### config.mk
export PLATFORM = sky130hd
export DESIGN_NAME = mac_operand_sequencer
export DESIGN_NICKNAME = d
export VERILOG_FILES = /design/src/rtl/mac_operand_sequencer.sv
export SDC_FILE = /design/constraint.sdc
export NUM_CORES = 1
export LEC_CHECK = 0
export CELL_PAD_IN_SITES_DETAIL_PLACEMENT = 1
export CELL_PAD_IN_SITES_GLOBAL_PLACEMENT = 1
export CORE_ASPECT_RATIO = 2
export CORE_MARGIN = 5
export CORE_UTILIZATION = 29
export DETAILED_ROUTE_END_ITERATION = 6
export PLACE_DENSITY = 0.75
export SLEW_MARGIN = 20
export SYNTH_ARGS = -nofsm -noshare
export SYNTH_HDL_FRONTEND = slang
export SYNTH_SLANG_ARGS = --single-unit
### constraint.sdc
create_clock -name clk_i -period 1.95 [get_ports clk_i]
set_input_delay 0.585 -clock clk_i [delete_from_list [all_inputs] [get_ports clk_i]]
set_output_delay 0.585 -clock clk_i [all_outputs]
set_load 0.03 [all_outputs]
### src/rtl/mac_operand_sequencer.sv
`default_nettype none
// +--------------------------------------------------------------------------+
// | mac_operand_sequencer                                                    |
// | Walks an M x N output tile and streams K_LEN-term operand pairs into the |
// | MAC lane. B_COL_MAJOR_EN selects a column-major B buffer layout.         |
// | Revision: 1.0                                                            |
// +--------------------------------------------------------------------------+
module mac_operand_sequencer #(
    parameter int M         = 4,
    parameter int N         = 4,
    parameter int K_LEN     = 8,
    parameter int A_AW      = 5,
    parameter int B_AW      = 5,
    parameter int DRAIN_CYC = 4
) (
    input  logic                                 clk_i,
    input  logic                                 rstn_i,
    input  logic                                 start_i,
    input  logic                                 stall_i,
    output logic                                 busy_o,
    output logic                                 done_o,
    output logic [A_AW-1:0]                      a_addr_o,
    output logic                                 a_rd_o,
    input  logic [7:0]                           a_data_i,
    output logic [B_AW-1:0]                      b_addr_o,
    output logic                                 b_rd_o,
    input  logic [7:0]                           b_data_i,
    output logic [7:0]                           dsp_input_o,
    output logic [7:0]                           dsp_weight_o,
    output logic                                 dsp_enable_o,
    output logic                                 clear_o,
    output logic                                 dsp_valid_o,
    output logic [((M > 1) ? $clog2(M) : 1)-1:0] out_row_o,
    output logic [((N > 1) ? $clog2(N) : 1)-1:0] out_col_o
);

    localparam int RW = (M > 1) ? $clog2(M) : 1;
    localparam int CW = (N > 1) ? $clog2(N) : 1;
    localparam int KW = (K_LEN > 1) ? $clog2(K_LEN) : 1;
    localparam int DW = $clog2(DRAIN_CYC + 2);

    typedef enum logic [1:0] {
        IDLE   = 2'd0,
        STREAM = 2'd1,
        DRAIN  = 2'd2,
        DONE   = 2'd3
    } state_t;

    state_t          state;
    state_t          state_nxt;
    logic [RW-1:0]   m_cnt;
    logic [CW-1:0]   n_cnt;
    logic [KW-1:0]   k_cnt;
    logic [DW-1:0]   drain_cnt;

    logic            k_last;
    logic            n_last;
    logic            m_last;
    logic            issue;
    logic            frozen;
    logic            drain_done;

    logic            live_q;
    logic            clr_q;
    logic            val_q;
    logic [RW-1:0]   row_q;
    logic [CW-1:0]   col_q;

    assign k_last     = (k_cnt == KW'(K_LEN - 1));
    assign n_last     = (n_cnt == CW'(N - 1));
    assign m_last     = (m_cnt == RW'(M - 1));
    assign issue      = (state == STREAM) && !stall_i;
    // Stall only matters while a beat can be in flight.
    assign frozen     = stall_i && ((state == STREAM) || (state == DRAIN));
    assign drain_done = (state == DRAIN) && !stall_i && (drain_cnt == DW'(DRAIN_CYC));

    always_ff @(posedge clk_i or negedge rstn_i) begin
        if (!rstn_i) begin
            state <= IDLE;
        end else begin
            state <= state_nxt;
        end
    end

    always_comb begin
        state_nxt = state;
        busy_o    = 1'b0;
        done_o    = 1'b0;
        a_rd_o    = 1'b0;
        b_rd_o    = 1'b0;
        case (state)
            IDLE: begin
                if (start_i) begin
                    state_nxt = STREAM;
                end
            end
            STREAM: begin
                busy_o = 1'b1;
                a_rd_o = !stall_i;
                b_rd_o = !stall_i;
                if (issue && k_last && n_last && m_last) begin
                    state_nxt = DRAIN;
                end
            end
            DRAIN: begin
                busy_o = 1'b1;
                if (drain_done) begin
                    state_nxt = DONE;
                end
            end
            DONE: begin
                done_o    = 1'b1;
                state_nxt = IDLE;
            end
            default: begin
                state_nxt = IDLE;
            end
        endcase
    end

    // Loop nest: k innermost, then n, then m; wraps cost no bubble.
    always_ff @(posedge clk_i or negedge rstn_i) begin
        if (!rstn_i) begin
            m_cnt <= '0;
            n_cnt <= '0;
            k_cnt <= '0;
        end else if (state != STREAM) begin
            m_cnt <= '0;
            n_cnt <= '0;
            k_cnt <= '0;
        end else if (issue) begin
            if (!k_last) begin
                k_cnt <= k_cnt + KW'(1);
            end else begin
                k_cnt <= '0;
                if (!n_last) begin
                    n_cnt <= n_cnt + CW'(1);
                end else begin
                    n_cnt <= '0;
                    m_cnt <= m_last ? '0 : m_cnt + RW'(1);
                end
            end
        end
    end

    always_ff @(posedge clk_i or negedge rstn_i) begin
        if (!rstn_i) begin
            drain_cnt <= '0;
        end else if (state != DRAIN) begin
            drain_cnt <= '0;
        end else if (!stall_i) begin
            drain_cnt <= drain_cnt + DW'(1);
        end
    end

    // One-stage strobe/tag pipe lines up with the registered buffer data.
    always_ff @(posedge clk_i or negedge rstn_i) begin
        if (!rstn_i) begin
            live_q <= 1'b0;
            clr_q  <= 1'b0;
            val_q  <= 1'b0;
            row_q  <= '0;
            col_q  <= '0;
        end else if (!frozen) begin
            live_q <= issue;
            clr_q  <= issue && (k_cnt == '0);
            val_q  <= issue && k_last;
            row_q  <= m_cnt;
            col_q  <= n_cnt;
        end
    end

    assign a_addr_o = A_AW'(32'(m_cnt) * 32'(K_LEN) + 32'(k_cnt));
`ifdef B_COL_MAJOR_EN
    assign b_addr_o = B_AW'(32'(n_cnt) * 32'(K_LEN) + 32'(k_cnt));
`else
    assign b_addr_o = B_AW'(32'(k_cnt) * 32'(N) + 32'(n_cnt));
`endif

    assign dsp_input_o  = a_data_i;
    assign dsp_weight_o = b_data_i;
    assign dsp_enable_o = live_q && !frozen;
    assign clear_o      = clr_q && !frozen;
    assign dsp_valid_o  = val_q && !frozen;
    assign out_row_o    = row_q;
    assign out_col_o    = col_q;

endmodule
`default_nettype wire
==> results of run 1 <==
worst paths after layout:
check,from,end,slack [ns],depth (start not counted)
max in group asynchronous,rstn_i,k_cnt[1],1.08,2
max reg2reg,k_cnt[0],state[1],0.22,5
min reg2reg,out_row_o[1],out_row_o[1],0.51,1
max,state[1],dsp_valid_o,0.03,5
min in group asynchronous,rstn_i,n_cnt[1],0.66,2
min,out_row_o[1],out_row_o[1],0.51,1
worst max-delay path: cells and delay by family, from the launching register on:
kind                       cells  cell delay (ns)
buffers and inverters          2             0.20
DFF                            1             0.38
adders and majority gates      1             0.28
and+or+nand+nor                2             0.22
cells in the mapped netlist:
cell	instances
nor2b_1	9
nor3_1	1
inv_1	6
a21boi_0	1
buf_2	1
dfrtp_1	19
or3_1	1
xnor2_1	2
a221oi_2	1
nor2_1	2
nand3b_1	2
a21boi_1	1
ha_1	11
nand2b_1	1
a21oi_1	1
a31o_2	1
mux2i_1	6
buf_4	20
clkbuf_1	1
and2_1	5
mux2_1	1
nand2_1	3
o21ai_0	1
mux2_2	4
nand4b_1	1
nand3_1	2
nand3b_4	1
a32o_1	1
repair_timing:
item                                    in CTS  in global routing
resized for setup                           26                  4
pin swaps                                    0                  2
endpoints found under the setup margin      17                  7
setup buffers                                3                  1
cell type report:
cell class	instances	area share (%)
multi-input cells	59	36.27
flip-flops and latches	19	31.61
repair buffers	40	23.38
well taps	51	4.243
clock buffers	4	2.995
inverters	6	1.498
metal layers:
metal / track usage (%) / wire length, um / vias to the layer above
met4: 4.990 / 51 / 0
met2: 19.62 / 1453 / 22
met3: 3.598 / 165 / 5
li1: - / - / 372
met5: 0 / 0 / -
met1: 12.18 / 949 / 399
registers in the layout, summed over array words and instances (netlist names):
| register | count |
|---|---|
| out_col_o | 2 |
| k_cnt | 3 |
| state | 2 |
| clr_q | 1 |
| out_row_o | 2 |
| drain_cnt | 3 |
| live_q | 1 |
| val_q | 1 |
| n_cnt | 2 |
| m_cnt | 2 |
through the flow:
| stage | hold slack, ns | instances |
|---|---|---|
| 3_3_place_gp | 0.4930 | 171 |
| 5_1_grt | 0.5424 | 179 |
| 3_5_place_dp | 0.5038 | 171 |
| 2_1_floorplan | 0.2894 | 106 |
| 4_1_cts | 0.5205 | 178 |
| 6_report | 0.5138 | 179 |
power groups by stage:
stage               clock network, W  registers, W  logic (W)
detailed placement                 0      0.000520   0.000863
floorplan                          0      0.000522   0.000587
CTS                         0.000293      0.000507   0.000992
global route                0.000320      0.000516    0.00108
finish                      0.000286      0.000505   0.000993
global placement                   0      0.000511   0.000822
cell families (layout without fill, tap and decap cells):
| family | count (synthesis) | after routing |
|---|---|---|
| flip-flops | 19 | 19 |
| adder cells (fa/ha/maj) | 11 | 11 |
| XOR/XNOR | 2 | 2 |
| buffers and inverters | 28 | 50 |
| multiplexers | 11 | 11 |
| AND/OR/NAND/NOR | 28 | 28 |
| AO/OA/AOI/OAI | 7 | 7 |
cell usage in the layout (no fill, tap or decap), types with 4 or more instances in the layout:
cell type        instances
nor2b_1                  8
buf_6                    5
mux2_2                   4
clkdlybuf4s50_1          6
mux2i_1                  6
ha_1                     9
buf_4                   17
dlygate4sd2_1            9
dfrtp_1                 19
inv_1                    4
==> summary.txt, run 1 <==
Synth area leader - dfrtp_1
total leakage power - 0.7609 nW
grt ovf - 0
synth top area cells - dfrtp_1, buf_4, ha_1
final core utilization - 38.72%
Worst setup SP type - flop
drt pass-1 iters - 4
maximum clock rate - 520.5 MHz
Via density - 4.458
via count - 798
CP Cell Sequence - inv_2 -> ha_4 -> nand2_4 -> and2_4 -> buf_6
status - completed
DP HPWL - 2.089 mm
Post-Synth XOR/XNOR Area - 1.504%
Slowest-stage cell, CP - dfrtp_1
CTS Hold Bufs - 0
max cap viols - 0
Synth Area in Compound Gates - 5.048%
Arrival @ worst endpoint - 1.34 ns
Routed WL - 2.620 mm
sum of negative setup slack - 0 ns
Sequential Area - 475.5 um^2
first-pass GRT wire length - 4.526 mm
Design Area, Final - 0.001504 mm^2
final worst setup slack - 0.02864 ns
Crit Path Class - flop to primary output
Critical Path Fanout Max - 5
Total GRT Usage - 11.48%
Setup-failing EPs final - 0
post-synthesis adder-cell area fraction - 11.82%
Area after DPL - 0.001395 mm^2
Synth Cell Area - 0.001165 mm^2
DIE WIDTH - 54.82 um
fin nets - 160
maximum VDD drop - 0.8442 mV
worst skew pair latency - 0.26 ns
maximum root-to-sink buffer count - 2
sequential share of the synthesized area - 40.82%
Filler Cells Inserted - 465
Synth top area share - 40.82%
clock sinks - 19
Cell variety after synth - 28
Syn Area/Cell - 10.99 um^2
initial core utilization - 29.99%
crit end category - primary output
port buffer count - 24
overall power - 0.001785 W
Final Hold Viols - 0
Post-DRT Antenna Nets - 0
net count after synthesis - 137
per-cell routed wire length - 14.64 um
Logic pwr share - 55.7%
gpl congestion - 0.7387
worst slack, placed - -0.2797 ns
Pwr Density - 1187 mW/mm^2
cells after synthesis - 106
max-slew violation count - 0
NetSw - 0.0006977 W
Clock power frac - 16.0%
CTS buffer count - 3
DR iter-0 viols - 3
CTS tree - built
Power Internal - 0.001087 W
post-synthesis mux area share - 9.989%
H-tree levels - 1
Std-Cell Rows - 32
layout cells sized above 1 - 33.59%
Worst slew margin - 78.17%
Yosys Warn Count - 0
main combinational cell family by area after synthesis - buffers and inverters
Layout area overhead - 29.11%
Worst-path clk slew - 0.07 ns
Flop pwr share - 28.3%
Die ar. - 0.005461 mm^2
clock root buffer - clkbuf_8
Sw Ratio - 39.09%
Slew @ Worst Pin - 0.3264 ns
largest net degree at the start of global routing - 20
multi-input combinational cell area - 545.5 um^2
core box area - 0.003884 mm^2
Top-Level Pins - 57
vias in the first global route - 919
Vert. Die Dim - 99.63 um
initial antenna violation count - 0
worst stage delay on the critical path - 0.38 ns
#FFs+latches synth - 19
Final period util - 98.53%
post-layout minimum cycle time - 1.921 ns
RSZ-0062 raised after global routing - true
Worst Skew - 0.0006362 ns
WP data required - 1.36 ns
Worst Hold Class - flop to flop
# diodes - 0
DRC - 0
Simple-Gate Fraction of Synth Area - 15.25%
No activity file was read; power rests on OpenSTA's default activity.
==> inputs of run 2 (changes only) <==
Settings changed: CORE_UTILIZATION 29 to 32, PLACE_DENSITY 0.75 to 0.82, SKIP_LAST_GASP set to 1.
Clock period 1.95 ns to 2.4 ns, I/O delays scaled along.
==> run 2 against run 1 <==
  * Combinational power down 25%
  * Register-to-register slack better by 0.48 ns
  * Largest cell class unchanged
  * Routed wire length down 0.11%
  * Final area down 4.6%
  * Power down 22%
  * Utilization up 1.5 points
==> summary.txt, run 2 (synthesized netlist as in run 1, its figures left out) <==
status - completed
Total GRT Usage - 11.65%
maximum clock rate - 423.2 MHz
Std-Cell Rows - 31
commonest non-fill, non-tap cells in the layout - dfrtp_1, clkdlybuf4s50_1, buf_4
Worst-path clk slew - 0.07 ns
DP HPWL - 2.083 mm
fin nets - 155
Placed Cells - 165
Layout area overhead - 23.20%
drt pass-1 iters - 2
overall power - 0.001388 W
Slew @ Worst Pin - 0.4137 ns
Post-DRT Antenna Nets - 0
WP depth - 3
port buffer count - 24
largest net degree at the start of global routing - 20
Worst Skew - 0.005337 ns
gpl congestion - 0.7598
initial antenna violation count - 0
max-slew violation count - 0
CTS buffer count - 3
via count - 799
initial core utilization - 32.64%
Largest regs - drain_cnt: 3 flops, k_cnt: 3 flops
# diodes - 0
Cell Count, Final, Fillers Out - 172
Critical Path Fanout Max - 4
CP Cell Sequence - buf_4 -> ha_1 -> clkdlybuf4s50_1
maximum VDD drop - 0.4101 mV
layout cells sized above 1 - 24.39%
WP data required - 1.68 ns
post-layout minimum cycle time - 2.363 ns
core box area - 0.003568 mm^2
Worst Path Buf+Inv - 2
cell count of the worst reg-to-reg path - 5
Pwr Density - 966.9 mW/mm^2
crit end category - primary output
Via density - 4.645
Worst Hold Class - flop to flop
Slowest-stage cell, CP - clkdlybuf4s50_1
per-cell routed wire length - 15.22 um
clock root buffer - clkbuf_8
Final period util - 98.47%
max cap viols - 0
Top delay family on crit path - buffers and inverters
Top-Level Pins - 57
Setup-failing EPs final - 0
first-pass GRT wire length - 4.215 mm
Worst setup SP type - flop
Arrival @ worst endpoint - 1.64 ns
DR iter-0 viols - 7
Hold Path Depth - 1
Routed WL - 2.617 mm
DIE WIDTH - 52.66 um
Vert. Die Dim - 95.33 um
vias in the first global route - 891
DRC - 0
H-tree levels - 1
Final Hold Viols - 0
total leakage power - 0.6624 nW
maximum root-to-sink buffer count - 2
Crit Path Class - flop to primary output
Worst slew margin - 72.36%
worst stage delay on the critical path - 0.68 ns
Die ar. - 0.005020 mm^2
most common cell after layout, fill and taps aside - dfrtp_1
clock sinks - 19
CTS tree - built
grt ovf - 0
worst skew pair latency - 0.26 ns
-- run 2: changes by cell type in the layout (fill, tap and decap cells not counted), sizes merged --
cell           delta
dlymetal6s2s      -1
dlygate4sd2       -7
clkdlybuf4s50    +11
clkbuf            -1
buf               -6
clkdlybuf4s15     -1
-- run 2: worst paths after layout --
kind	start	to	slack, ns
worst min register to register	out_col_o[0]	out_col_o[0]	0.51
max in group asynchronous	rstn_i	out_row_o[0]	1.39
min in group asynchronous	rstn_i	drain_cnt[2]	0.80
worst max register to register	k_cnt[0]	state[1]	0.70
worst min-delay path	out_col_o[0]	out_col_o[0]	0.51
worst max-delay path	state[1]	done_o	0.04
-- run 2: timing repair --
item                                    in CTS  in global routing
hold buffers                                 0                  0
buffers inserted                             0                  3
hold endpoints to repair                     0                  0
gates cloned                                 0                  0
resized for setup                            3                  3
endpoints found under the setup margin       4                  3
-- run 2: area by class of cell --
class	instances	area (um^2)
fillers	410	2133
inverters	6	22.52
multi-input cells	59	523.0
repair buffers	35	307.8
well taps	49	61.31
clock buffers	4	45.04
flip-flops and latches	19	475.5
-- run 2: worst reg2reg max path: cells and delay by family (launching register included) --
| kind | cells | cell delay [ns] |
|---|---|---|
| simple gates | 1 | 0.12 |
| fa+ha+maj | 2 | 0.40 |
| flops | 1 | 0.45 |
| mux | 1 | 0.35 |
| compound gates | 1 | 0.28 |
-- run 2: power breakdown --
| group | switching, W | internal (W) |
|---|---|---|
| Clock | 0.000108 | 0.000118 |
| Combinational | 0.000393 | 0.000350 |
| Sequential | 0.0000489 | 0.000370 |
| Total | 0.000549 | 0.000838 |
-- run 2: through the flow --
step / setup WS, ns / cell area (um^2) / TNS, ns / hold WS [ns] / util, %
2_1_floorplan: 0.004031 / 1165 / 0 / 0.4244 / -
3_3_place_gp: -0.04442 / 1355 / -0.1274 / 0.4914 / 37.97
3_5_place_dp: -0.09100 / 1355 / -0.2485 / 0.5037 / 37.97
4_1_cts: 0.02593 / 1400 / 0 / 0.5205 / 39.24
5_1_grt: -0.01070 / 1435 / -0.01070 / 0.5398 / 40.22
6_report: 0.03681 / 1435 / 0 / 0.5145 / 40.22
-- run 2: layer usage --
layer / share of wire [%] / track usage, % / up-vias
met5: 0 / 0 / -
met4: 2.1 / 5.757 / 0
met3: 4.2 / 2.817 / 7
met2: 59 / 22.61 / 25
met1: 35 / 10.51 / 402
li1: - / - / 365
